## config.mk

```make
export PLATFORM = sky130hd
export DESIGN_NAME = imm_gen_pipe
export DESIGN_NICKNAME = d
export VERILOG_FILES = /design/src/rtl/imm_gen_pipe.sv
export SDC_FILE = /design/constraint.sdc
export NUM_CORES = 1
export LEC_CHECK = 0
export CAP_MARGIN = 20
export CORE_UTILIZATION = 50
export CTS_BUF_LIST = sky130_fd_sc_hd__clkbuf_4 sky130_fd_sc_hd__clkbuf_8 sky130_fd_sc_hd__clkbuf_16
export DETAILED_ROUTE_END_ITERATION = 8
export PLACE_DENSITY = 0.8
export SETUP_SLACK_MARGIN = 0.3
export SLEW_MARGIN = 10
export SYNTH_ARGS = -nofsm -noshare
export SYNTH_HDL_FRONTEND = slang
export SYNTH_SLANG_ARGS = --single-unit
```

## constraint.sdc

```tcl
create_clock -name clk -period 1.85 [get_ports clk]
set_input_delay 0.185 -clock clk [delete_from_list [all_inputs] [get_ports clk]]
set_output_delay 0.185 -clock clk [all_outputs]
set_load 0.02 [all_outputs]
```

## src/rtl/imm_gen_pipe.sv

```systemverilog
// imm_gen_pipe: RISC-V immediate generator with a two-entry (OUT + SKID) output
// buffer so that one result per cycle is sustained under back-pressure.
// Optional CSR zimm format (fmt 111) is enabled by defining IMM_GEN_ZIMM_EN;
// without it fmt 111 is reported through out_err with a zero immediate.
module imm_gen_pipe #(
   parameter int XLEN  = 32,
   parameter int TAG_W = 5
) (
   input  logic             clk,
   input  logic             rst_n,
   input  logic             flush,
   input  logic             in_valid,
   output logic             in_ready,
   input  logic [31:0]      in_instr,
   input  logic [2:0]       in_fmt,
   input  logic [TAG_W-1:0] in_tag,
   output logic             out_valid,
   input  logic             out_ready,
   output logic [XLEN-1:0]  out_imm,
   output logic [TAG_W-1:0] out_tag,
   output logic             out_err
);

   localparam logic [2:0] FMT_I     = 3'b001;
   localparam logic [2:0] FMT_S     = 3'b010;
   localparam logic [2:0] FMT_U     = 3'b011;
   localparam logic [2:0] FMT_SHAMT = 3'b100;
   localparam logic [2:0] FMT_B     = 3'b101;
   localparam logic [2:0] FMT_J     = 3'b110;
   localparam logic [2:0] FMT_Z     = 3'b111;

   // Signed formats are assembled as a 32-bit signed value and widened with a
   // signed cast, which sign-extends to XLEN for the 64-bit build.
   function automatic logic [XLEN-1:0] dec_imm(input logic [31:0] instr,
                                               input logic [2:0]  fmt);
      logic signed [31:0] simm;
      logic [5:0]         sh;
      logic [XLEN-1:0]    r;
      simm = '0;
      r    = '0;
      sh   = (XLEN == 64) ? instr[25:20] : {1'b0, instr[24:20]};
      case (fmt)
         FMT_I: begin
            simm = {{20{instr[31]}}, instr[31:20]};
            r    = XLEN'(simm);
         end
         FMT_S: begin
            simm = {{20{instr[31]}}, instr[31:25], instr[11:7]};
            r    = XLEN'(simm);
         end
         FMT_U: begin
            simm = {instr[31:12], 12'b0};
            r    = XLEN'(simm);
         end
         FMT_B: begin
            simm = {{20{instr[31]}}, instr[7], instr[30:25], instr[11:8], 1'b0};
            r    = XLEN'(simm);
         end
         FMT_J: begin
            simm = {{12{instr[31]}}, instr[19:12], instr[20], instr[30:21], 1'b0};
            r    = XLEN'(simm);
         end
         FMT_SHAMT: r = XLEN'(sh);
`ifdef IMM_GEN_ZIMM_EN
         FMT_Z:     r = XLEN'(instr[19:15]);
`endif
         default:   r = '0;
      endcase
      return r;
   endfunction

   // Only the zimm format can be illegal, and only when it is not built in.
   function automatic logic dec_err(input logic [2:0] fmt);
`ifdef IMM_GEN_ZIMM_EN
      dec_err = 1'b0 & fmt[0];
`else
      dec_err = (fmt == FMT_Z);
`endif
   endfunction

   logic             out_valid_q, out_valid_d;
   logic [XLEN-1:0]  out_imm_q,   out_imm_d;
   logic [TAG_W-1:0] out_tag_q,   out_tag_d;
   logic             out_err_q,   out_err_d;
   logic             skid_valid_q, skid_valid_d;
   logic [XLEN-1:0]  skid_imm_q,   skid_imm_d;
   logic [TAG_W-1:0] skid_tag_q,   skid_tag_d;
   logic             skid_err_q,   skid_err_d;

   logic             accept;
   logic             pop;
   logic [XLEN-1:0]  new_imm;
   logic             new_err;
   logic             unused_opcode;

   // The opcode field never contributes to any immediate.
   assign unused_opcode = ^in_instr[6:0];

   assign in_ready  = rst_n & ~skid_valid_q;
   assign accept    = in_valid & in_ready;
   assign pop       = out_valid_q & out_ready;
   assign new_imm   = dec_imm(in_instr, in_fmt);
   assign new_err   = dec_err(in_fmt);

   assign out_valid = out_valid_q;
   assign out_imm   = out_imm_q;
   assign out_tag   = out_tag_q;
   assign out_err   = out_err_q;

   // Next-state for the OUT/SKID pair: FIFO order, SKID refills OUT on pop.
   always_comb begin
      out_valid_d  = out_valid_q;
      out_imm_d    = out_imm_q;
      out_tag_d    = out_tag_q;
      out_err_d    = out_err_q;
      skid_valid_d = skid_valid_q;
      skid_imm_d   = skid_imm_q;
      skid_tag_d   = skid_tag_q;
      skid_err_d   = skid_err_q;
      if (flush) begin
         out_valid_d  = 1'b0;
         skid_valid_d = 1'b0;
      end else if (pop && skid_valid_q) begin
         out_valid_d = 1'b1;
         out_imm_d   = skid_imm_q;
         out_tag_d   = skid_tag_q;
         out_err_d   = skid_err_q;
         if (accept) begin
            skid_imm_d = new_imm;
            skid_tag_d = in_tag;
            skid_err_d = new_err;
         end else begin
            skid_valid_d = 1'b0;
         end
      end else if (accept && (!out_valid_q || pop)) begin
         out_valid_d = 1'b1;
         out_imm_d   = new_imm;
         out_tag_d   = in_tag;
         out_err_d   = new_err;
      end else if (accept) begin
         skid_valid_d = 1'b1;
         skid_imm_d   = new_imm;
         skid_tag_d   = in_tag;
         skid_err_d   = new_err;
      end else if (pop) begin
         out_valid_d = 1'b0;
      end
   end

   // State registers; reset clears both entries including their payload.
   always_ff @(posedge clk) begin
      if (!rst_n) begin
         out_valid_q  <= 1'b0;
         out_imm_q    <= '0;
         out_tag_q    <= '0;
         out_err_q    <= 1'b0;
         skid_valid_q <= 1'b0;
         skid_imm_q   <= '0;
         skid_tag_q   <= '0;
         skid_err_q   <= 1'b0;
      end else begin
         out_valid_q  <= out_valid_d;
         out_imm_q    <= out_imm_d;
         out_tag_q    <= out_tag_d;
         out_err_q    <= out_err_d;
         skid_valid_q <= skid_valid_d;
         skid_imm_q   <= skid_imm_d;
         skid_tag_q   <= skid_tag_d;
         skid_err_q   <= skid_err_d;
      end
   end

endmodule

```

Word-level counts from Yosys, hierarchy flattened
Index checks and enable logic that the tools add are counted.
- input port bits: 45
- output and inout bits: 40
- word-level logic and storage cells: 60
- register bits after elaboration: 78
- bitwise operators: 6
- reduce and logical (&&, ||, !) cells: 12
- multiplexer cells: 24
- eq/ne operators: 10
- operators with widths (operator ; number):
    32-bit case mux with 6 select lines ; 1
    32-bit two-way mux ; 5
    5-bit two-way mux ; 5
    1-bit two-way mux ; 13
    3-bit equality test, second input constant ; 4
    3-bit by 2-bit equality test with 1-bit output, second input constant ; 2
    2-bit AND reduction ; 3
    2-bit != test, second input constant ; 2
    2-bit nonzero test ; 2
    1-bit AND ; 3
    3-bit by 1-bit equality test with 1-bit output, second input constant ; 1
    3-bit by 1-bit != test with 1-bit output, second input constant ; 1
    1-bit inverter ; 3
    3-bit AND reduction ; 1
    3-bit nonzero test ; 1
    1-bit logical AND ; 2
    2-bit OR reduction ; 1
    1-bit zero test ; 1
    1-bit logical OR ; 1

Longest topological paths before layout
Gate-level depths: netlist of run 1.
- depth after elaboration: 6
- depth in mapped cells: 7
- gate-level depth less buffers: 4

Least setup slack after synthesis of run 1
Ideal clock, no wire load.
- kind: reg-to-reg
- from: reg out_valid_q (netlist: out_valid)
- to: reg skid_imm_q[0]
- buffers on the path: 2
- data required time: 1.734 ns
- data arrival time: 1.497 ns
- stages on the path, launching flop included: 6
- setup slack: 0.237 ns
- period minus slack after synthesis: 1.613 ns
- setup time: 0.116 ns
- cell sequence: dfxtp_1 > or4b_4 > buf_4 > buf_6 > nor3_2 > nor2_1
- cells in the longest elaborated chain, start to end: 5
- elaborated cells on any way between the ends: 8
- those cells by class: eq/ne (1); mux (1); bitwise (1); reduce/logical (5)
- ends and longest elaborated chain (what ; line ; RTL):
    start: declaration ; 81 ; logic out_valid_q, out_valid_d;
    start signal: assignment ; 162 ; out_valid_q <= out_valid_d;
    1-bit AND or 1-bit zero test (tied branches) ; 101, 135 ;
    1-bit logical OR ; 135 ; end else if (accept && (!out_valid_q || pop)) begin
    1-bit logical AND ; 135 ;
    2-bit != test (no source line) ; - ;
    2-bit AND reduction (no source line) ; - ;
    end signal: assignment ; 167 ; skid_imm_q <= skid_imm_d;
    end: declaration ; 86 ; logic [XLEN-1:0] skid_imm_q, skid_imm_d;
Several ways; a longest one is shown, not always the timed one.
A chain may end at the register's enable or synchronous reset.

Final worst setup path of run 1
- from: reg skid_valid_q
- to: reg skid_imm_q[31]
- cells in the longest elaborated chain, start to end: 6
- elaborated cells on any way between the ends: 10
- those cells by class: eq/ne (1); mux (3); bitwise (3); reduce/logical (3)
- ends and longest elaborated chain (what ; line ; RTL):
    start: declaration ; 85 ; logic skid_valid_q, skid_valid_d;
    start signal: assignment ; 166 ; skid_valid_q <= skid_valid_d;
    1-bit inverter ; 99 ; assign in_ready = rst_n & ~skid_valid_q;
    1-bit AND ; 99 ;
    1-bit AND ; 100 ; assign accept = in_valid & in_ready;
    32-bit two-way mux or 1-bit logical AND (tied branches) ; - ;
    32-bit two-way mux or 2-bit != test (tied branches) ; - ;
    32-bit two-way mux or 2-bit AND reduction (tied branches) ; - ;
Several ways; a longest one is shown, not always the timed one. The select of a mux whose other input is x is not followed.

==> results_dict.tcl, run 1 <==
set metrics [dict create \
    ys_warn_count 0 \
    p_int_mw 2.83 \
    cp_max_fo 8 \
    setup_violations 0 \
    finalCoreUtilization 0.726 \
    slew_viol_final 0 \
    critPathTopFamily "simple AND/OR/NAND/NOR gates" \
    p_clk_frac 0.386 \
    nets 565 \
    reg2reg_depth 4 \
    worstReg2RegEnd "skid_imm_q[31]$_SDFFE_PN0P_" \
    wl_met3_um 529 \
    cpMaxStageDelayCell "or4b_4" \
    drtIter0Drc 299 \
    finalWirelength_um 10800 \
    grt_max_degree 47 \
    whs_path_depth 4 \
    p_seq_frac 0.456 \
    cts_root_buf "clkbuf_8" \
    routabilityCongestion 0.824 \
    p_sw_frac 0.259 \
    synthCells 432 \
    synth_ff_type "dfxtp_1" \
    ir_worst_vdd_mv 0.361 \
    power_mw 3.81 \
    portBuffers 77 \
    p_switching_mw 0.986 \
    clock.fmax_ghz 0.633 \
    antenna_cells 0 \
    drive_gt1_frac 0.164 \
    cts-buffers-inserted 9 \
    grt_pass1_vias 3421 \
    yosys_register_bits 78 \
    placed_area_sq_mm 0.00473 \
    p_comb_frac 0.159 \
    grt_pass1_wl_um 16400 \
    clock_skew_ns 0.00366 \
    rows 31 \
    cpPeakStageDelay_ns 0.54 \
    setup_slack_ns 0.270 \
    drc 0 \
    yosysUniqueCellTypes 43 \
    syn_to_final_growth_pct 41.1 \
    coreArea_sq_mm 0.00725 \
    crit_required_ns 2.14 \
    cts_tree "yes" \
    grt_usage 0.271 \
    tightest_slew_ns 0.428 \
    hold_class "primary input to register" \
    p_leak_nw 2.18 \
    ctsLongestPathBuffers 2 \
    min_period_ns 1.58 \
    dr.pass1.iters 4 \
    clk_pin_slew_worst_paths_ns 0.08 \
    regToRegStartpoint "skid_valid_q$_SDFFE_PP0P_" \
    period_share 0.854 \
    cts_hold_buf 0 \
    die_w_um 88.4 \
    htreeDepth 3 \
    seq_area_frac_synth 0.418 \
    antenna_found_initial 0 \
    highest_layer "met4" \
    relSlewSlack 0.715 \
    dieArea_sq_mm 0.00781 \
    hold_violations 0 \
    final_area_sq_mm 0.00527 \
    grt.overflow.total 0 \
    cp.buffers_inverters 0 \
    rsz0062_at_grt "yes" \
    insertion_delay_ns 0.35 \
    synth-edff-count 0 \
    avgSynthCellArea_sq_um 8.64 \
    synth-async-reset-ratio 0 \
    wl_per_cell_um 17.3 \
    vias 3798 \
    chipHeight_um 88.4 \
    synth_area_sq_mm 0.00373 \
    hold_path.startpoint "rst_n" \
    path_class "register to register" \
    final_cell_count_no_fill 624 \
    preCtsSetupSlack_ns -0.176 \
    clock_sinks 78 \
    cp.arrival_ns 1.87 \
    fillCellCount 529 \
    viasPerCell 6.09 \
    crit_path_end_kind "register" \
    placed_cells 595 \
    p_per_area_mw_per_mm2 724 \
    ant_nets 0 \
    r2r_slack_ns 0.27 \
    timing.max_cap.violations 0 \
    status "complete, no violations" \
    drt-met1-wl_um 4790 \
    pin_count 85 \
    crit_chain "nand2b_4 -> or4b_4 -> or3_1 -> a21boi_1" \
    synth.net_count 477 \
    hpwl_um 6680 \
    crit_path_start_kind "register" \
    initial_core_util 0.515 \
    whs_endpoint "out_valid$_SDFFE_PP0P_" \
    wl_met2_um 5290 \
]
-- layout by cell type, fill, tap and decap left out, drive strengths merged, types with 2 or more instances in the layout --
cell type      synthesis  layout
a21boi                11      11
a21oi                 12      12
a221o                  8       8
a22oi                  6       6
a31oi                 33      33
and2                  10      10
and3                   8       8
and3b                  2       2
buf                   20      47
bufinv                 0       2
clkbuf                28      14
clkdlybuf4s50          0      69
dfxtp                 78      78
dlymetal6s2s           0       5
inv                    3       4
mux2i                  8       8
nand2                 57      57
nand2b                 3       3
nand3                 15      15
nand3b                 3       3
nor2                   5       5
nor2b                  4       4
nor3                   3       3
nor3b                  3       3
o211a                 21      21
o211ai                18      18
o21a                   6       6
o21ai                 25      25
o22ai                 21      21
o2bb2ai               11      11
-- cell families after synthesis --
kind of cell	share of synthesized area
and+or+nand+nor	0.165
AOI/OAI and AO/OA	0.332
buffers and inverters	0.0610
muxes	0.0215
DFF	0.418
xor gates and xnor gates	0.00235
-- state kept, by name, indices dropped and copies added, names as in the netlist --
signal and flops:
out_imm 32, out_err 1, skid_tag_q 5, out_valid 1
skid_imm_q 32, skid_valid_q 1, skid_err_q 1, out_tag 5
-- what timing repair did --
action / 4_1_cts / 5_1_grt
gates resized for setup: 21 / 26
cloned: 2 / 2
pin swaps: 5 / 1
endpoints found under the setup margin: 77 / 70
buffers inserted: 6 / 3
-- through the flow --
step,TNS [ns],hold WS (ns)
2_1_floorplan,0,0.329
4_1_cts,0,0.257
3_3_place_gp,-2.17,0.442
6_report,0,0.240
3_5_place_dp,-5.44,0.452
5_1_grt,0,0.244
-- metal layers --
| metal | vias up | GRT usage |
|---|---|---|
| li1 | 1800 | - |
| met1 | 1836 | 0.363 |
| met2 | 138 | 0.429 |
| met3 | 24 | 0.0504 |
| met4 | 0 | 0.114 |
| met5 | - | 0 |
-- synthesized netlist by cell type, drive strengths merged, types with 10 or more instances --
cell type	count	area share
a21boi	11	0.022
a21oi	12	0.016
a31oi	33	0.055
and2	10	0.017
buf	20	0.030
clkbuf	28	0.028
dfxtp	78	0.42
nand2	57	0.057
nand3	15	0.020
o211a	21	0.056
o211ai	18	0.036
o21ai	25	0.034
o22ai	21	0.035
o2bb2ai	11	0.026
-- power by group through the flow --
stage | combinational, mW | sequential (mW) | clock (mW)
floorplan | 0.257 | 1.82 | 0
global placement | 0.541 | 1.78 | 0
detailed placement | 0.551 | 1.78 | 0
CTS | 0.579 | 1.74 | 1.47
global route | 0.644 | 1.74 | 1.55
finish | 0.605 | 1.74 | 1.47
-- cell type report --
cell class	count	area, sq um	area share
Multi-Input combinational cell	303	2030	0.385
Sequential cell	78	1570	0.298
Timing Repair Buffer	125	1310	0.248
Clock inverter	5	81.3	0.0154
Clock buffer	11	145	0.0276
Tap cell	99	124	0.0235
Inverter	3	11.3	0.00214
-- worst register-to-register path: stages, from the launching register on --
cell	delay, ns
dfxtp_4	0.35
nand2b_4	0.14
or4b_4	0.54
or3_1	0.37
a21boi_1	0.12
-- worst max-delay path by stage --
stage                                       end                      start  depth (start not counted)  slack [ns]
finish              skid_imm_q[31]$_SDFFE_PN0P_  skid_valid_q$_SDFFE_PP0P_                          4        0.27
global route        skid_imm_q[12]$_SDFFE_PN0P_  skid_valid_q$_SDFFE_PP0P_                          7        0.23
global placement       out_imm[16]$_SDFFE_PN0P_                   in_valid                          7       -0.10
detailed placement     out_imm[26]$_SDFFE_PN0P_                  in_fmt[0]                          5       -0.18
CTS                 skid_imm_q[31]$_SDFFE_PN0P_  skid_valid_q$_SDFFE_PP0P_                          4        0.28
floorplan            skid_imm_q[6]$_SDFFE_PN0P_  skid_valid_q$_SDFFE_PP0P_                          5        0.31
(Power assumes the default switching activity.)
==> inputs of run 2 (changes only) <==
Settings changed: CTS_CLUSTER_SIZE from default to 40.
==> results of run 2 <==
Final layout, timing and power as in run 1 (identical DEF).
